$ cat src/rtl/demux1to16_reg_pkg.sv
// Shared constants and FSM state type for the registered 1-to-16 write distributor.
package demux_pkg;
    localparam int DEF_N     = 16;
    localparam int SEL_W     = 5;
    localparam int BCAST_BIT = 4;
    localparam int NUM_OUT   = 16;

    typedef enum logic {IDLE, SWEEP} state_t;
endpackage

$ cat src/rtl/demux1to16_reg_if.sv
// Write-request handshake plus the sixteen stored registers and write strobes.
interface demux1to16_reg_if
    import demux_pkg::*;
#(
    parameter int N = DEF_N
);
    logic [N-1:0]       in;
    logic [SEL_W-1:0]   fn_sel;
    logic               valid;
    logic               ready;
    logic [NUM_OUT-1:0] wr_en;
    logic               busy;
    logic [N-1:0]       out0, out1, out2, out3, out4, out5, out6, out7;
    logic [N-1:0]       out8, out9, out10, out11, out12, out13, out14, out15;

    modport master (
        output in, fn_sel, valid,
        input  ready, wr_en, busy,
        input  out0, out1, out2, out3, out4, out5, out6, out7,
        input  out8, out9, out10, out11, out12, out13, out14, out15
    );

    modport slave (
        input  in, fn_sel, valid,
        output ready, wr_en, busy,
        output out0, out1, out2, out3, out4, out5, out6, out7,
        output out8, out9, out10, out11, out12, out13, out14, out15
    );
endinterface

$ cat src/rtl/demux1to16_reg_decoder4to16.sv
// 4-bit index to 16-bit one-hot; shared by register enables and the wr_en strobe.
module decoder4to16
    import demux_pkg::*;
(
    input  logic [3:0]         i_idx,
    output logic [NUM_OUT-1:0] o_onehot
);
    assign o_onehot = NUM_OUT'(1) << i_idx;
endmodule

$ cat src/rtl/demux1to16_reg.sv
// Registered 1-to-16 write distributor with a 16-cycle broadcast sweep.
module demux1to16_reg
    import demux_pkg::*;
#(
    parameter int N = DEF_N
)(
    input  logic               clk,
    input  logic               rst_n,
    demux1to16_reg_if.slave    bus
);
    state_t             r_state, w_state_nxt;
    logic [N-1:0]       r_out [NUM_OUT];
    logic [N-1:0]       r_bdata, w_bdata_nxt;
    logic [3:0]         r_idx, w_idx_nxt;
    logic [3:0]         r_cnt, w_cnt_nxt;
    logic               r_busy, w_busy_nxt;
    logic [NUM_OUT-1:0] r_wr_en;
    logic [NUM_OUT-1:0] w_we, w_onehot;
    logic [3:0]         w_dec_idx;
    logic [N-1:0]       w_wdata;

    // During a sweep the decoder follows the sweep pointer, otherwise the request.
    assign w_dec_idx = (r_state == SWEEP) ? r_idx : bus.fn_sel[3:0];
    assign w_wdata   = (r_state == SWEEP) ? r_bdata : bus.in;

    decoder4to16 u_dec (
        .i_idx    (w_dec_idx),
        .o_onehot (w_onehot)
    );

    always_comb begin
        w_state_nxt = r_state;
        w_bdata_nxt = r_bdata;
        w_idx_nxt   = r_idx;
        w_cnt_nxt   = r_cnt;
        w_busy_nxt  = r_busy;
        w_we        = '0;
        case (r_state)
            IDLE: begin
                if (bus.valid) begin
                    if (bus.fn_sel[BCAST_BIT]) begin
                        w_bdata_nxt = bus.in;
                        w_idx_nxt   = bus.fn_sel[3:0];
                        w_cnt_nxt   = 4'd0;
                        w_busy_nxt  = 1'b1;
                        w_state_nxt = SWEEP;
                    end else begin
                        w_we = w_onehot;
                    end
                end
            end
            SWEEP: begin
                w_we      = w_onehot;
                w_idx_nxt = r_idx + 4'd1;
                w_cnt_nxt = r_cnt + 4'd1;
                if (r_cnt == 4'd15) begin
                    w_busy_nxt  = 1'b0;
                    w_state_nxt = IDLE;
                end
            end
            default: w_state_nxt = IDLE;
        endcase
    end

    always_ff @(posedge clk or negedge rst_n) begin
        if (!rst_n) begin
            r_state <= IDLE;
            r_bdata <= '0;
            r_idx   <= '0;
            r_cnt   <= '0;
            r_busy  <= 1'b0;
            r_wr_en <= '0;
            for (int k = 0; k < NUM_OUT; k++) r_out[k] <= '0;
        end else begin
            r_state <= w_state_nxt;
            r_bdata <= w_bdata_nxt;
            r_idx   <= w_idx_nxt;
            r_cnt   <= w_cnt_nxt;
            r_busy  <= w_busy_nxt;
            r_wr_en <= w_we;
            for (int k = 0; k < NUM_OUT; k++)
                if (w_we[k]) r_out[k] <= w_wdata;
        end
    end

    assign bus.ready = (r_state == IDLE);
    assign bus.busy  = r_busy;
    assign bus.wr_en = r_wr_en;
    assign bus.out0  = r_out[0];
    assign bus.out1  = r_out[1];
    assign bus.out2  = r_out[2];
    assign bus.out3  = r_out[3];
    assign bus.out4  = r_out[4];
    assign bus.out5  = r_out[5];
    assign bus.out6  = r_out[6];
    assign bus.out7  = r_out[7];
    assign bus.out8  = r_out[8];
    assign bus.out9  = r_out[9];
    assign bus.out10 = r_out[10];
    assign bus.out11 = r_out[11];
    assign bus.out12 = r_out[12];
    assign bus.out13 = r_out[13];
    assign bus.out14 = r_out[14];
    assign bus.out15 = r_out[15];
endmodule

$ cat src/flat_wrapper.sv
// flat-port wrapper written by rule: the top's interface ports become plain ports
module demux1to16_reg_flat import demux_pkg::*;
#(
    parameter int N = DEF_N
)
  (clk, rst_n, bus_in, bus_fn_sel, bus_valid, bus_ready, bus_wr_en, bus_busy, bus_out0, bus_out1, bus_out2, bus_out3, bus_out4, bus_out5, bus_out6, bus_out7, bus_out8, bus_out9, bus_out10, bus_out11, bus_out12, bus_out13, bus_out14, bus_out15);
  demux1to16_reg_if #(.N(N)) bus_i ();
  input  logic clk;
  input  logic rst_n;
  input wire logic [$bits(bus_i.in)-1:0] bus_in;
  input wire logic [$bits(bus_i.fn_sel)-1:0] bus_fn_sel;
  input wire logic [$bits(bus_i.valid)-1:0] bus_valid;
  output wire logic [$bits(bus_i.ready)-1:0] bus_ready;
  output wire logic [$bits(bus_i.wr_en)-1:0] bus_wr_en;
  output wire logic [$bits(bus_i.busy)-1:0] bus_busy;
  output wire logic [$bits(bus_i.out0)-1:0] bus_out0;
  output wire logic [$bits(bus_i.out1)-1:0] bus_out1;
  output wire logic [$bits(bus_i.out2)-1:0] bus_out2;
  output wire logic [$bits(bus_i.out3)-1:0] bus_out3;
  output wire logic [$bits(bus_i.out4)-1:0] bus_out4;
  output wire logic [$bits(bus_i.out5)-1:0] bus_out5;
  output wire logic [$bits(bus_i.out6)-1:0] bus_out6;
  output wire logic [$bits(bus_i.out7)-1:0] bus_out7;
  output wire logic [$bits(bus_i.out8)-1:0] bus_out8;
  output wire logic [$bits(bus_i.out9)-1:0] bus_out9;
  output wire logic [$bits(bus_i.out10)-1:0] bus_out10;
  output wire logic [$bits(bus_i.out11)-1:0] bus_out11;
  output wire logic [$bits(bus_i.out12)-1:0] bus_out12;
  output wire logic [$bits(bus_i.out13)-1:0] bus_out13;
  output wire logic [$bits(bus_i.out14)-1:0] bus_out14;
  output wire logic [$bits(bus_i.out15)-1:0] bus_out15;
  assign bus_i.in = bus_in;
  assign bus_i.fn_sel = bus_fn_sel;
  assign bus_i.valid = bus_valid;
  assign bus_ready = bus_i.ready;
  assign bus_wr_en = bus_i.wr_en;
  assign bus_busy = bus_i.busy;
  assign bus_out0 = bus_i.out0;
  assign bus_out1 = bus_i.out1;
  assign bus_out2 = bus_i.out2;
  assign bus_out3 = bus_i.out3;
  assign bus_out4 = bus_i.out4;
  assign bus_out5 = bus_i.out5;
  assign bus_out6 = bus_i.out6;
  assign bus_out7 = bus_i.out7;
  assign bus_out8 = bus_i.out8;
  assign bus_out9 = bus_i.out9;
  assign bus_out10 = bus_i.out10;
  assign bus_out11 = bus_i.out11;
  assign bus_out12 = bus_i.out12;
  assign bus_out13 = bus_i.out13;
  assign bus_out14 = bus_i.out14;
  assign bus_out15 = bus_i.out15;
  demux1to16_reg #(.N(N)) u_core (.clk(clk), .rst_n(rst_n), .bus(bus_i));
endmodule
$ cat config.mk
export PLATFORM = sky130hd
export DESIGN_NAME = demux1to16_reg_flat
export DESIGN_NICKNAME = d
export VERILOG_FILES = /design/src/rtl/demux1to16_reg_pkg.sv /design/src/rtl/demux1to16_reg_if.sv /design/src/rtl/demux1to16_reg_decoder4to16.sv /design/src/rtl/demux1to16_reg.sv /design/src/flat_wrapper.sv
export SDC_FILE = /design/constraint.sdc
export NUM_CORES = 1
export LEC_CHECK = 0
export BUFFER_PORTS_ARGS = -buffer_cell sky130_fd_sc_hd__buf_2
export CAP_MARGIN = 30
export CORE_MARGIN = 3
export CORE_UTILIZATION = 37
export CTS_CLUSTER_SIZE = 20
export DETAILED_ROUTE_END_ITERATION = 8
export RECOVER_POWER = 25
export SLEW_MARGIN = 20
export SYNTH_ARGS = -nofsm -noshare
export SYNTH_HDL_FRONTEND = slang
export SYNTH_SLANG_ARGS = --single-unit
$ cat constraint.sdc
create_clock -name clk -period 2.5 [get_ports clk]
set_input_delay 0.125 -clock clk [delete_from_list [all_inputs] [get_ports clk]]
set_output_delay 0.125 -clock clk [all_outputs]
set_load 0.05 [all_outputs]
# == After elaboration in Yosys (flattened, before gate mapping) ==
# Cells that the tools add are included.
# totals
reg_bits,298
output_inout_bits,274
inputBits,24
wordCells,52
# classes
n_reduce_logical,3
n_bitwise,1
n_eq_ne,4
n_mux,19
shift,1
add_sub_neg,2
# op_table
cell,count
16-bit 2-to-1 mux,3
16-bit case mux with 2 select lines,1
4-bit 2-to-1 mux,5
4-bit case mux with 2 select lines,2
"1-bit by 4-bit << shifter with 16-bit output, first input constant",1
"4-bit by 1-bit adder with 4-bit output, second input constant",2
1-bit 2-to-1 mux,6
"2-bit != test, second input constant",3
3-bit AND reduction,2
"4-bit == test, second input constant",1
1-bit case mux with 2 select lines,2
2-bit AND reduction,1
1-bit NOT,1

# == Depth between registers and ports, before layout ==
# Gate-level depths: netlist of the first run.
# depth
depth_word,5
ltp_mapped,7
mapped_depth_nobuf,4

# == Cells and area by module ==
# A second synthesis of the first run with hierarchy kept.
# unflattened
hier_cells,705
area_unflattened_um2,12171.7
# by_module_without_submodules
mod,cells_each,area_each_um2,seq_area_each_um2,n_inst
demux1to16_reg,685,11945.2,7457.2,1
decoder4to16,20,226.5,0.0,1

# == Least setup slack after synthesis of the first run ==
# No wires, ideal clock.
# synth_timing
path_type,reg2reg
start,register u_core.r_state
end,register u_core.r_out (netlist bit u_core.bus.out7[10])
required_time_ns,2.372
slack_ns,0.338
n_path_buf,2
stages_incl_launch_ff,6
setup_time_ns,0.128
arrival_ns,2.034
synth_period_minus_slack_ns,2.162
path_cell_list,dfrtp_1 or4b_1 buf_4 a221oi_4 buf_4 mux2_1
# synth_via
elab_chain_cells,5
word_cells_on_any_way,7
classes_between,1 x shift; 5 x mux; 1 x bitwise
# synth_lines
item,line_no,text
"start, declared",demux1to16_reg.sv:11,"state_t r_state, w_state_nxt;"
"start signal, assigned",demux1to16_reg.sv:75,r_state <= w_state_nxt;
4-bit 2-to-1 mux,demux1to16_reg.sv:23,assign w_dec_idx = (r_state == SWEEP) ? r_idx : bus.fn_sel[3:0];
1-bit by 4-bit << shifter with 16-bit output,demux1to16_reg_decoder4to16.sv:8,assign o_onehot = NUM_OUT'(1) << i_idx;
16-bit 2-to-1 mux,demux1to16_reg.sv:41,if (bus.fn_sel[BCAST_BIT]) begin
16-bit 2-to-1 mux,demux1to16_reg.sv:40,if (bus.valid) begin
16-bit case mux with 2 select lines (*),demux1to16_reg.sv:38,case (r_state)
named net u_core.w_we[7],demux1to16_reg.sv:18,"logic [NUM_OUT-1:0] w_we, w_onehot;"
"end signal, assigned by index",demux1to16_reg.sv:82,if (w_we[k]) r_out[k] <= w_wdata;
"end, declared",demux1to16_reg.sv:12,logic [N-1:0] r_out [NUM_OUT];
# Mark *: on every way through the listed nets, which the timed path passes. The rest lies on a longest branch.
# A chain may end at the register's enable or synchronous reset.

# == Worst setup path in the final report of the first run ==
# layout_timing
start,register u_core.r_state
end,register u_core.r_out (netlist bit u_core.bus.out6[13])
# layout_via
elab_chain_cells,5
word_cells_on_any_way,7
classes_between,1 x shift; 5 x mux; 1 x bitwise
# layout_lines
item,line_no
4-bit 2-to-1 mux,demux1to16_reg.sv:23
1-bit by 4-bit << shifter with 16-bit output,demux1to16_reg_decoder4to16.sv:8
16-bit 2-to-1 mux,demux1to16_reg.sv:41
16-bit 2-to-1 mux,demux1to16_reg.sv:40
16-bit case mux with 2 select lines,demux1to16_reg.sv:38
# Parallel ways exist; a longest one is shown, timed or not.

==> results of run 1 <==
## worst max-delay path: cells and delay by family, from the launching register on
family	cells	cell delay (ns)
AO/OA/AOI/OAI	1	0.34
multiplexers	1	0.34
buffers and inverters	2	0.48
flip-flops	1	0.50
AND/OR/NAND/NOR	1	0.56
## sequential cells by signal, summed over array words and instances, names as in the netlist
| name | count |
|---|---|
| u_core.r_bdata | 16 |
| u_core.bus.out5 | 16 |
| u_core.bus.out7 | 16 |
| u_core.bus.out15 | 16 |
| u_core.bus.out1 | 16 |
| u_core.bus.out8 | 16 |
| u_core.bus.out13 | 16 |
| u_core.bus.out4 | 16 |
| u_core.bus.out2 | 16 |
| u_core.bus.out0 | 16 |
| u_core.r_idx | 4 |
| u_core.bus.out3 | 16 |
| u_core.r_state | 1 |
| u_core.bus.busy | 1 |
| u_core.bus.wr_en | 16 |
| u_core.bus.out11 | 16 |
| u_core.r_cnt | 4 |
| u_core.bus.out14 | 16 |
| u_core.bus.out9 | 16 |
| u_core.bus.out10 | 16 |
| u_core.bus.out6 | 16 |
| u_core.bus.out12 | 16 |
## stage by stage
step	instance area, sq um	hold WS, ns	cells	util	worst slack [ns]
2_1_floorplan	11700	-0.171	699	-	0.338
3_3_place_gp	13900	0.0659	1383	0.450	0.182
3_5_place_dp	13900	0.0624	1383	0.450	0.138
4_1_cts	15100	0.00945	1457	0.488	0.136
5_1_grt	15000	0.0247	1457	0.487	0.0231
6_report	15000	0.0431	1457	0.487	0.165
## final timing paths
check,end,depth (start not counted),from
worst max register to register,u_core.bus.out6[13],5,u_core.r_state
max in group asynchronous,u_core.bus.out5[12],3,rst_n
worst min register to register,u_core.bus.out6[7],1,u_core.bus.out6[7]
worst max-delay path,u_core.bus.out6[13],5,u_core.r_state
worst min-delay path,u_core.r_idx[3],4,bus_fn_sel[3]
min in group asynchronous,u_core.bus.out1[8],2,rst_n
## placed cells by master (no fill, tap or decap), types with 2 or more instances in the layout
master / instances
dfrtp_1: 298
buf_2: 296
mux2_2: 217
mux2_1: 72
clkbuf_16: 31
buf_4: 20
dlygate4sd3_1: 19
a221oi_4: 16
buf_12: 11
clkbuf_8: 9
nand3_1: 7
clkbuf_1: 7
nand2_1: 6
a21oi_1: 5
o21ai_0: 5
xor2_1: 4
clkinv_2: 4
clkbuf_2: 4
or3b_2: 2
nand3b_1: 2
nor2_1: 2
mux2i_1: 2
and3_1: 2
a211oi_1: 2
ha_1: 2
clkinvlp_4: 2
clkbuf_4: 2
## metal layers
layer	wire length (um)	global-route usage	vias up
met2	15100	0.308	218
met3	2280	0.0547	44
met1	13700	0.241	3716
met5	0	0	-
met4	875	0.0463	0
li1	-	-	3196
## kinds of logic (layout without fill, tap and decap cells)
kind of cell / count (synthesis) / count (layout) / share of synthesized area
buffers and inverters: 47 / 409 / 0.0235
and+or+nand+nor: 28 / 28 / 0.0145
muxes: 292 / 292 / 0.281
AOI/OAI and AO/OA: 28 / 28 / 0.0413
xor gates and xnor gates: 4 / 4 / 0.00298
adders and majority gates: 2 / 2 / 0.00213
DFF: 298 / 298 / 0.635
## layout make-up
cell class                 count  area (sq um)
clock buffer                  47           926
clock inverter                 8          73.8
fill                        2780         15900
inverter                       2          7.51
multi-input combinational    354          4010
sequential                   298          7460
tap                          396           495
timing repair buffer         352          2080
## timing repair
action,4_1_cts,5_1_grt
hold buffers,19,0
setup buffers,0,0
hold endpoints to repair,316,0
## synth_stat cells (4+ instances only)
| master | number |
|---|---|
| a21oi_1 | 5 |
| dfrtp_1 | 298 |
| nand3_1 | 7 |
| o21ai_0 | 5 |
| a221oi_4 | 16 |
| mux2_1 | 72 |
| buf_4 | 14 |
| buf_2 | 8 |
| buf_6 | 5 |
| mux2_2 | 217 |
| clkbuf_1 | 17 |
| nand2_1 | 6 |
| xor2_1 | 4 |
==> summary.md, run 1 <==
| Metric | Value |
|---|---|
| Endpoints failing setup | `0` |
| Ys flop type | `dfrtp_1` |
| Worst Setup End Kind | `flip-flop` |
| Die area | `33900 sq um` |
| Sequential share of the synthesized area | `0.635` |
| Cell repeated most along the worst path | `buf_4` |
| Synth warnings | `0` |
| I/O Pins | `298` |
| Asr flop ratio synth | `1.00` |
| R2R Setup Slk | `0.16 ns` |
| Worst-margin pin slew | `1.26 ns` |
| CP required | `2.94 ns` |
| Crit start category | `flip-flop` |
| CP arrival | `2.78 ns` |
| Layout area overhead | `28.1%` |
| Vias per Instance | `4.92` |
| Leading area contributor after synthesis | `dfrtp_1` |
| FP Rows | `64` |
| Peak Freq | `428 MHz` |
| Die Ht | `184 um` |
| Fin. Hold Viols | `0` |
| Skew-Pair Late Insertion Delay | `0.56 ns` |
| # port buffers | `297` |
| Pre-antenna DRT Iters | `4` |
| Yosys reg bits | `298` |
| Final min period | `2.34 ns` |
| Post-Syn Nets | `725` |
| Setup TNS | `0 ns` |
| Max Cap Viol | `0` |
| Critical path type | `flip-flop to flip-flop` |
| First-pass GRT wire length | `48300 um` |
| Dpl hpwl | `22500 um` |
| Overflow after GRT | `0` |
| Initial Utilization | `0.380` |
| Fin nets | `1065` |
| Wire per inst | `21.9 um` |
| Total Wirelength | `32000 um` |
| Synth unique cells | `31` |
| Critical-path cell list | `or4b_1 > buf_4 > a221oi_4 > buf_4 > mux2_1` |
| CP peak stage delay | `0.56 ns` |
| Core area | `30900 sq um` |
| DR iter-0 viols | `264` |
| Vias | `7174` |
| Worst-case clock buffer depth | `3` |
| H-Tree Depth | `1` |
| Share of layout cells above drive strength 1 | `0.584` |
| Worst Skew | `0.0139 ns` |
| Horiz. Die Dim | `184 um` |
| Largest net degree at the start of global routing | `77` |
| Post-synthesis cell area | `11700 sq um` |
| Hold Crit Class | `input port to flip-flop` |
| Status | `finished, final reports clean` |
| Post-detailed-route DRC marker count | `0` |
| Post_cts resized | `0` |
| Vias in the first global route | `7440` |
| Fin crit share | `0.934` |
| # diodes | `0` |
| Slew HR | `0.158` |
| Clk sinks | `298` |
| CTS tree | `done` |
| Slew Limit Fails | `0` |
| Mean area per synthesized cell | `16.8 sq um` |
| Share of the synthesized area in the top cell type | `0.635` |
| Slowest CP cell | `or4b_1` |
| RD Place Congestion | `0.857` |
| Initial antenna violation count | `0` |
| Total CTS buffers | `31` |
| Worst-path clk slew | `0.06 ns` |
| Post-synth EDFFs | `0` |
| CTS root buf | `clkbuf_16` |
| Post-synthesis instance total | `699` |
| Max FO, Critical Path | `13` |
| Unrepaired setup endpoints after global routing | `false` |
| Routed Antenna Nets | `0` |
| Top cells by area, synth | `dfrtp_1, mux2_2, mux2_1` |
| Total GRT Usage | `0.186` |
Power of run 1 is not shown: default switching activity piles up to over one toggle a cycle in this logic, so the estimate is an artifact.
==> run 2, diff against run 1 <==
--- a/config.mk
+++ b/config.mk
@@ -7,11 +7,15 @@
 export LEC_CHECK = 0
 export BUFFER_PORTS_ARGS = -buffer_cell sky130_fd_sc_hd__buf_2
 export CAP_MARGIN = 30
+export CELL_PAD_IN_SITES_DETAIL_PLACEMENT = 0
+export CELL_PAD_IN_SITES_GLOBAL_PLACEMENT = 1
 export CORE_MARGIN = 3
 export CORE_UTILIZATION = 37
 export CTS_CLUSTER_SIZE = 20
 export DETAILED_ROUTE_END_ITERATION = 8
+export PLACE_DENSITY_LB_ADDON = 0.1
 export RECOVER_POWER = 25
+export SETUP_SLACK_MARGIN = 0.3
 export SLEW_MARGIN = 20
 export SYNTH_ARGS = -nofsm -noshare
 export SYNTH_HDL_FRONTEND = slang
==> run 2 against run 1 <==
The run now ends with capacitance limit, slew limit left; clock skew down 0.0043 ns; maximum frequency up 6.3%; worst hold slack better by 0.032 ns; worst setup slack improved by 0.14 ns; highest routed layer unchanged.
==> summary.md, run 2 (synthesis gave the netlist of run 1 again) <==
| Metric | Value |
|---|---|
| FP Rows | `64` |
| M1 GR Usage | `0.253` |
| RD Place Congestion | `0.751` |
| Met2 GRT Util | `0.300` |
| Worst-path clk slew | `0.06 ns` |
| Die Ht | `184 um` |
| Slew HR | `-0.234` |
| Dpl hpwl | `21800 um` |
| Endpoints failing setup | `0` |
| Peak Freq | `455 MHz` |
| Most common cell after layout, fill and taps aside | `dfrtp_1` |
| Fin. Hold Viols | `0` |
| Core area | `30900 sq um` |
| Share of layout cells above drive strength 1 | `0.592` |
| Pre-antenna DRT Iters | `4` |
| Vias in the first global route | `7555` |
| Total CTS buffers | `35` |
| First-pass GRT wire length | `49000 um` |
| I/O Pins | `298` |
| Crit start category | `flip-flop` |
| Setup TNS | `0 ns` |
| Fin crit share | `0.879` |
| Failing checks | `capacitance limit, slew limit` |
| Total Wirelength | `32200 um` |
| Worst Skew | `0.00963 ns` |
| Fillers | `2744` |
| Wire per inst | `22.0 um` |
| Layout area overhead | `30.8%` |
| Die area | `33900 sq um` |
| Critical path type | `flip-flop to flip-flop` |
| Status | `finished with violations` |
| Vias | `7193` |
| Overflow after GRT | `0` |
| Worst-margin pin slew | `1.85 ns` |
| CP arrival | `2.58 ns` |
| Max Cap Viol | `1` |
| Vias per Instance | `4.91` |
| Worst Setup End Kind | `flip-flop` |
| H-Tree Depth | `2` |
| Largest net degree at the start of global routing | `67` |
| Max FO, Critical Path | `8` |
| Initial Utilization | `0.380` |
| Hold Crit Class | `input port to flip-flop` |
| Clk sinks | `298` |
| Initial antenna violation count | `0` |
| CTS root buf | `clkbuf_16` |
| Slew Limit Fails | `64` |
| # diodes | `0` |
| Routed Antenna Nets | `0` |
| # port buffers | `297` |
| Horiz. Die Dim | `184 um` |
| DR iter-0 viols | `179` |
| Post-detailed-route DRC marker count | `0` |
| Final min period | `2.20 ns` |
| CP required | `2.88 ns` |
| Total GRT Usage | `0.188` |
| CTS tree | `done` |
| Met3 Use GR | `0.0608` |
| Skew-Pair Late Insertion Delay | `0.50 ns` |
| Unrepaired setup endpoints after global routing | `true` |
| GRT Max-Usage Layer | `met2` |
| Worst-case clock buffer depth | `3` |
| Fin nets | `1070` |
| Commonest non-fill, non-tap cells in the layout | `dfrtp_1, buf_2, mux2_2` |
run 2: cell types whose count changed in the layout (fill, tap and decap cells not counted), moves of 2 or more:
cell,change
buf_6,+4
buf_4,-8
buf_12,+6
clkbuf_16,+7
clkinv_2,+3
clkbuf_4,-2
clkbuf_8,-3
bufinv_16,+2
run 2: layout make-up:
cell class / count / area, sq um / share of cell area
Clock inverter: 12 / 140 / 0.00912
Clock buffer: 50 / 1030 / 0.0674
Timing Repair Buffer: 353 / 2190 / 0.143
Tap cell: 396 / 495 / 0.0323
Multi-Input combinational cell: 354 / 4030 / 0.263
Sequential cell: 298 / 7460 / 0.486
Inverter: 2 / 7.51 / 0.000489
run 2: critical path, cell delays in order (launching register included):
cell and delay, ns:
dfrtp_2 0.43, or4b_4 0.55, buf_12 0.17, a221oi_4 0.28
buf_12 0.16, clkbuf_16 0.15, mux2_2 0.32
run 2: worst paths after layout:
| check | start | depth (start not counted) | endpoint | slack, ns |
|---|---|---|---|---|
| worst max-delay path | u_core.r_state | 6 | u_core.bus.out0[1] | 0.30 |
| worst min-delay path | bus_fn_sel[3] | 4 | u_core.r_idx[3] | 0.08 |
| worst max register to register | u_core.r_state | 6 | u_core.bus.out0[1] | 0.30 |
| worst min register to register | u_core.bus.out4[14] | 1 | u_core.bus.out4[14] | 0.48 |
| max in group asynchronous | rst_n | 3 | u_core.bus.out8[4] | 0.48 |
| min in group asynchronous | rst_n | 2 | u_core.bus.out2[4] | 0.68 |
run 2: repair_timing:
| item | 4_1_cts | 5_1_grt |
|---|---|---|
| setup endpoints to repair | 133 | 151 |
| hold buffers | 19 | 0 |
| cloned | 0 | 1 |
| pin swaps | 0 | 1 |
| gates resized for setup | 1 | 10 |
| hold endpoints to repair | 78 | 0 |
| setup buffers | 3 | 3 |
run 2: per-stage QoR:
step	worst slack [ns]	util	cells	instance area, sq um	hold WS [ns]
floorplan	0.338	-	699	11700	-0.171
global placement	0.240	0.450	1377	13900	0.143
detailed placement	0.218	0.450	1377	13900	0.137
CTS	0.315	0.495	1461	15300	0.0519
global route	0.138	0.497	1465	15400	0.0697
finish	0.303	0.497	1465	15400	0.0752
run 2: per-layer routing:
| layer | vias to the layer above | wire, um |
|---|---|---|
| met1 | 3720 | 14200 |
| met4 | 0 | 503 |
| li1 | 3215 | - |
| met3 | 39 | 2510 |
| met2 | 219 | 14900 |
| met5 | - | 0 |
Power of run 2 is left out for the same reason.
